<file path="src/rtl/clock_divider_multi.sv">
// Multi-channel programmable tick / 50%-duty toggle generator running off the system clock.
// Optional `SYNC_RESTART_EN adds a sync_restart input that phase-aligns every channel.
module clock_divider_multi #(
  parameter int NUM_CH      = 4,
  parameter int CNT_W       = 26,
  parameter int DEFAULT_DIV = 25_000_000,
  localparam int CH_W       = (NUM_CH > 1) ? $clog2(NUM_CH) : 1
) (
  input  logic              clk,
  input  logic              rst_n,
  input  logic              en,
  input  logic              wr_en,
  input  logic [CH_W-1:0]   wr_ch,
  input  logic [CNT_W-1:0]  wr_div,
`ifdef SYNC_RESTART_EN
  input  logic              sync_restart,
`endif
  output logic [NUM_CH-1:0] tick,
  output logic [NUM_CH-1:0] clk_out
);

  localparam logic [CNT_W-1:0] DIV_RST = CNT_W'(DEFAULT_DIV);

  logic restart;
`ifdef SYNC_RESTART_EN
  assign restart = sync_restart;
`else
  assign restart = 1'b0;
`endif

  for (genvar i = 0; i < NUM_CH; i++) begin : g_ch
    logic [CNT_W-1:0] cnt_q, cnt_d;
    logic [CNT_W-1:0] act_q, act_d;
    logic [CNT_W-1:0] shd_q, shd_d;
    logic             pend_q, pend_d;
    logic             tick_q, tick_d;
    logic             clko_q, clko_d;
    logic             wr_hit;
    logic             wrap;

    // Out-of-range channel indices never match any channel, so they are dropped.
    assign wr_hit = wr_en && (wr_ch == CH_W'(i));
    assign wrap   = (cnt_q == act_q - CNT_W'(1));

    always_comb begin
      cnt_d  = cnt_q;
      act_d  = act_q;
      shd_d  = shd_q;
      pend_d = pend_q;
      tick_d = 1'b0;
      clko_d = clko_q;
      if (restart) begin
        cnt_d  = '0;
        clko_d = 1'b0;
        if (pend_q) act_d = shd_q;
        pend_d = 1'b0;
      end else if (act_q == '0) begin
        // Halted channel picks up a pending divisor regardless of en.
        cnt_d = '0;
        if (pend_q) begin
          act_d  = shd_q;
          pend_d = 1'b0;
        end
        if (wr_hit) begin
          shd_d  = wr_div;
          pend_d = 1'b1;
        end
      end else if (en && wrap) begin
        cnt_d  = '0;
        tick_d = 1'b1;
        clko_d = ~clko_q;
        if (wr_hit) begin
          act_d  = wr_div;
          shd_d  = wr_div;
          pend_d = 1'b0;
        end else if (pend_q) begin
          act_d  = shd_q;
          pend_d = 1'b0;
        end
      end else begin
        if (en) cnt_d = cnt_q + CNT_W'(1);
        if (wr_hit) begin
          shd_d  = wr_div;
          pend_d = 1'b1;
        end
      end
    end

    always_ff @(posedge clk or negedge rst_n) begin
      if (!rst_n) begin
        cnt_q  <= '0;
        act_q  <= DIV_RST;
        shd_q  <= DIV_RST;
        pend_q <= 1'b0;
        tick_q <= 1'b0;
        clko_q <= 1'b0;
      end else begin
        cnt_q  <= cnt_d;
        act_q  <= act_d;
        shd_q  <= shd_d;
        pend_q <= pend_d;
        tick_q <= tick_d;
        clko_q <= clko_d;
      end
    end

    assign tick[i]    = tick_q;
    assign clk_out[i] = clko_q;
  end

endmodule

</file>
<file path="config.mk">
export PLATFORM = sky130hd
export DESIGN_NAME = clock_divider_multi
export DESIGN_NICKNAME = d
export VERILOG_FILES = /design/src/rtl/clock_divider_multi.sv
export SDC_FILE = /design/constraint.sdc
export NUM_CORES = 1
export LEC_CHECK = 0
export BUFFER_PORTS_ARGS = -buffer_cell sky130_fd_sc_hd__buf_4
export CORE_MARGIN = 2
export CORE_UTILIZATION = 39
export CTS_CLUSTER_DIAMETER = 60
export DETAILED_ROUTE_END_ITERATION = 10
export SYNTH_ARGS = -nofsm -noshare
export SYNTH_HDL_FRONTEND = slang
export SYNTH_SLANG_ARGS = --single-unit
</file>
<file path="constraint.sdc">
create_clock -name clk -period 3.3 [get_ports clk]
set_clock_uncertainty 0.1 [all_clocks]
set_input_delay 0.66 -clock clk [delete_from_list [all_inputs] [get_ports clk]]
set_output_delay 0.66 -clock clk [all_outputs]
set_load 0.005 [all_outputs]
</file>
; Yosys cells after proc, flatten, opt, wreduce, memory -nomap -nowiden
; Index checks and enable logic that the tools add are counted.
[op_classes]
add_sub_neg = 8
n_eq_ne = 7
mux = 52
n_bitwise = 8
n_reduce_logical = 29
[op_table]
columns = op, n
row1 = 2-to-1 mux 26 bit, 28
row2 = adder 26 x 1 -> 26 bit (second input constant), 4
row3 = equality test 26 bit, 4
row4 = zero test 26 bit, 4
row5 = subtractor 26 x 1 -> 26 bit (second input constant), 4
row6 = 2-to-1 mux 1 bit, 24
row7 = nonzero test 3 bit, 8
row8 = logical AND 1 bit, 8
row9 = NOT 1 bit, 8
row10 = AND reduction 2 bit, 4
row11 = nonzero test 2 bit, 4
row12 = equality test 2 bit (second input constant), 2
row13 = equality test 2 x 1 -> 1 bit (second input constant), 1
row14 = zero test 2 bit, 1
[word_totals]
output_inout_bits = 8
input_bits = 32
ff_bits = 324
wordCells = 128

; Depth between registers and ports, before layout
[logic_depth]
word_depth = 5
ltp_mapped = 14
ltp_nobuf = 11

; Worst setup path after synthesis
; Ideal clock, no wire load.
[synth_timing]
kind = register to register
startpoint = reg g_ch[3].act_q[0]
endpoint = reg g_ch[3].act_q[13]
path_slack_ns = -0.310
path_buffers = 3
required_ns = 3.127
setup_time_ns = 0.073
path_stages_with_launch = 14
arrival_time_ns = 3.436
synth_period_minus_slack_ns = 3.610
path_cell_list = dfrtp_1 > inv_1 > ha_1 > or4b_1 > clkbuf_2 > or4_1 > a31o_1 > a2111oi_4 > nand4b_2 > or4_4 > and2_4 > buf_6 > buf_6 > o2bb2ai_1
[synth_via]
elab_chain_len = 4
word_cells_on_any_way = 6
cone_classes = add/sub (1) / eq/ne (1) / mux (1) / reduce/logical (3)
[synth_lines]
columns = item, line_no
row1 = start: declaration, 33  ; logic [CNT_W-1:0] act_q, act_d;
row2 = start signal: assignment, 99  ; act_q <= act_d;
row3 = subtractor 26 x 1 -> 26 bit, 43  ; assign wrap = (cnt_q == act_q - CNT_W'(1));
row4 = equality test 26 bit, 43
row5 = logical AND 1 bit, 68  ; end else if (en && wrap) begin
row6 = nonzero test 2 bit (no source line), n/a
; Several ways; a longest one is shown, not always the timed one.
; A chain may end at the register's enable or synchronous reset.

; Worst setup path after layout
[layout_timing]
startpoint = reg g_ch[3].act_q[1]
endpoint = reg g_ch[3].act_q[7]
; Same word-level chain as after synthesis.

==> reports/metrics.cfg <==
[power_and_ir_drop]
leakagePower_nw=9.79
power.net_switching_w=0.00318
share_seq_of_total_power=0.446
p_total_w=0.0108
power.share.clock=0.389
ir_drop_mv=0.446
power_frac_comb=0.164
p_per_area_mw_per_mm2=483
sw_frac_of_total=0.293
intPower_w=0.00766

[route]
viasPerCell=5.62
drt_pass1_iterations=5
routed_wl_um=52900
post_drt_wl_per_cell_um=19.0
wl_met2_um=25100
postRouteAntennaNets=0
drt-met1-wl_um=24400
vias=15600
drcViolationCount=0
drt_iter0_drc=1206
top_layer_used=met4
wl_met3_um=2300

[setup_path]
reg2reg_slack_ns=-0.04
path_class=reg -> reg
startpoint_type=flip-flop
critical_path_cell_count=10
rr_worst_depth=10
startpoint=g_ch[3].act_q[1]
path_buf_inv=1
critPathArrivalTime_ns=3.73
path_cells=inv_1 -> ha_2 -> or4b_4 -> or4_4 -> a31o_1 -> a2111oi_4 -> nand4b_4 -> or4_4 -> and2_4 -> o2bb2ai_1
end_kind=flip-flop
critPathTopFamily=simple AND/OR/NAND/NOR gates
worst-path-max-fanout=13
r2r-end=g_ch[3].act_q[7]
max_stage_delay_ns=0.55
required_ns=3.68
cp_slowest_cell=or4_4
critPathCapture=g_ch[3].act_q[7]
cpMostUsedCell=or4_4
r2r-start=g_ch[3].act_q[1]

[finish]
nNetsFinal=2184
diodes=0
regArea_mm2=0.00823
most-common-layout-cells=nand2_1 (326), dfrtp_1 (228), nor2_1 (198)
multi_input_area_mm2=0.0102
fill_cells=4318
final_util=0.482
area_growth_pct=21.9
drive_gt1_frac=0.258
fin_cells=2781
layout_commonest_cell=nand2_1

[clock_tree]
cts_made_buffers=39
path_clk_slew_ns=0.06
cts_max_level=2
cts_sinks=324
root_buffer=clkbuf_16
cts_tree=yes
clkLatencyLatePin_ns=0.57
cts_buffer_depth=3

[placement]
portBuffers=39
gp_congestion=0.893
placedCellCount=2683
dp_hpwl_um=36800

[logic_synthesis]
ys_warn_count=0
syn_area_mm2=0.0184
synth-seq-cells=324
synthCells=2033
yosysSeqAreaShare=0.447
ys_types=80
synth.avg_cell_area_um2=9.05
synth_edf_count=0
async_flop_share=1.00
yosys_most_used_dff=dfrtp_1
synth_nets=2074

[floorplan]
die_w_um=221
floorplan.initialDensity=0.395
pin_count=40
rows=79
fp.dieH_um=221
core_area_mm2=0.0466
dieArea_mm2=0.0489

[sta]
slew-limit-headroom=0.558
tightestPinTransition_ns=0.661
finalSetupViolCount=15
maxSlewViolCount=0
clock.fmax_mhz=299
hold_viol_final=0
min_period_over_period=1.01
hold_slack_ns=0.262
rsz0062_at_grt=yes
layout_min_cycle_time_ns=3.34
worst_slack_ns=-0.0450

[global_routing]
antenna_found_initial=0
grt_usage=0.211
grt_max_degree=87
grt_pass1_wl_um=83800
grt.overflow.total=0
grt_pass1_vias=15100

[job]
drv_cap=0

[outcome]
status=finished with violations
violations=setup timing

[min_path]
worstHoldPathType=in -> reg

[power groups by stage]
stage	Clock (W)	Combinational [W]	Sequential, W
floorplan	0	0.00121	0.00473
global placement	0	0.00163	0.00488
detailed placement	0	0.00166	0.00489
CTS	0.00432	0.00168	0.00483
global route	0.00449	0.00199	0.00489
finish	0.00422	0.00178	0.00484
[cell usage after synthesis, types with 9 or more instances]
library cell	count	area share
mux2_2	27	0.017
a22oi_1	29	0.012
a2bb2oi_1	50	0.024
buf_2	16	0.0044
nand3_1	75	0.020
nand2b_1	13	0.0044
nor2_1	205	0.042
nor4_1	38	0.013
nor2b_1	12	0.0041
clkbuf_1	102	0.021
nor3_1	68	0.018
nand3b_1	11	0.0045
o2bb2ai_2	12	0.0098
buf_1	12	0.0024
xor2_1	96	0.046
dfstp_2	96	0.14
o2bb2ai_1	13	0.0062
a31oi_1	15	0.0051
and3_1	24	0.0082
or2_2	13	0.0044
nand4_1	27	0.0092
a21oi_1	62	0.017
nand2_1	329	0.067
mux2i_1	12	0.0065
inv_1	27	0.0055
ha_1	9	0.0061
or4_1	23	0.0094
dfrtp_1	228	0.31
xnor2_1	124	0.059
o21ai_0	36	0.0098
o22ai_1	76	0.026
or3_1	26	0.0088
[state kept, by name, indices dropped and copies added, names as in the netlist]
signal,cells
g_ch.pend_q,4
g_ch.tick_q,4
g_ch.shd_q,104
g_ch.clko_q,4
g_ch.act_q,104
g_ch.cnt_q,104
[repair_timing]
action,CTS,global route
hold buffers,1,0
buffers inserted,0,17
pin swaps,3,26
setup endpoints to repair,114,206
hold endpoints to repair,29,0
gates resized for setup,15,119
gates cloned,1,7
[final cells by class]
class	instances	area share
multi-input cells	1540	0.457
flip-flops and latches	324	0.367
repair buffers	211	0.0826
clock buffers	60	0.0515
well taps	607	0.0339
inverters	27	0.00452
clock inverters	12	0.00413
[stage by stage]
stage | instance area (µm²) | setup TNS (ns) | setup WS (ns)
detailed placement | 20200 | -2.83 | -0.101
CTS | 21500 | 0 | 0.00314
floorplan | 18500 | -2.93 | -0.143
global placement | 20200 | -0.0157 | -0.0157
global route | 22400 | -5.23 | -0.150
finish | 22400 | -0.293 | -0.0450
[logic make-up after synthesis]
family,Yosys count,share of synthesized area
DFF,324,0.447
and+or+nand+nor,917,0.240
xor gates and xnor gates,220,0.105
adders and majority gates,9,0.00612
AOI/OAI and AO/OA,353,0.139
buffers and inverters,171,0.0397
muxes,39,0.0231
[metal layers]
layer,global-route usage,vias to the layer above
li1,-,7401
met1,0.294,7812
met2,0.342,349
met3,0.0323,64
met4,0.0602,0
met5,0,-
[how the worst min path moves through the flow]
| stage | from | endpoint | slack, ns | cells past startpoint |
|---|---|---|---|---|
| after detailed placement | g_ch[3].shd_q[14] | g_ch[3].shd_q[14] | 0.35 | 2 |
| after global placement | g_ch[1].shd_q[24] | g_ch[1].shd_q[24] | 0.34 | 2 |
| after CTS | wr_div[21] | g_ch[3].shd_q[21] | 0.23 | 3 |
| final | wr_div[21] | g_ch[3].shd_q[21] | 0.26 | 3 |
| after floorplan | rst_n | g_ch[0].act_q[0] | 0.26 | 0 |
| after global routing | wr_div[16] | g_ch[1].shd_q[16] | 0.26 | 3 |
[worst register-to-register path: stages, from the launching register on]
cell	delay [ns]
dfrtp_1	0.38
inv_1	0.07
ha_2	0.17
or4b_4	0.50
or4_4	0.44
a31o_1	0.22
a2111oi_4	0.25
nand4b_4	0.18
or4_4	0.55
and2_4	0.25
o2bb2ai_1	0.16
(Power assumes the default switching activity.)
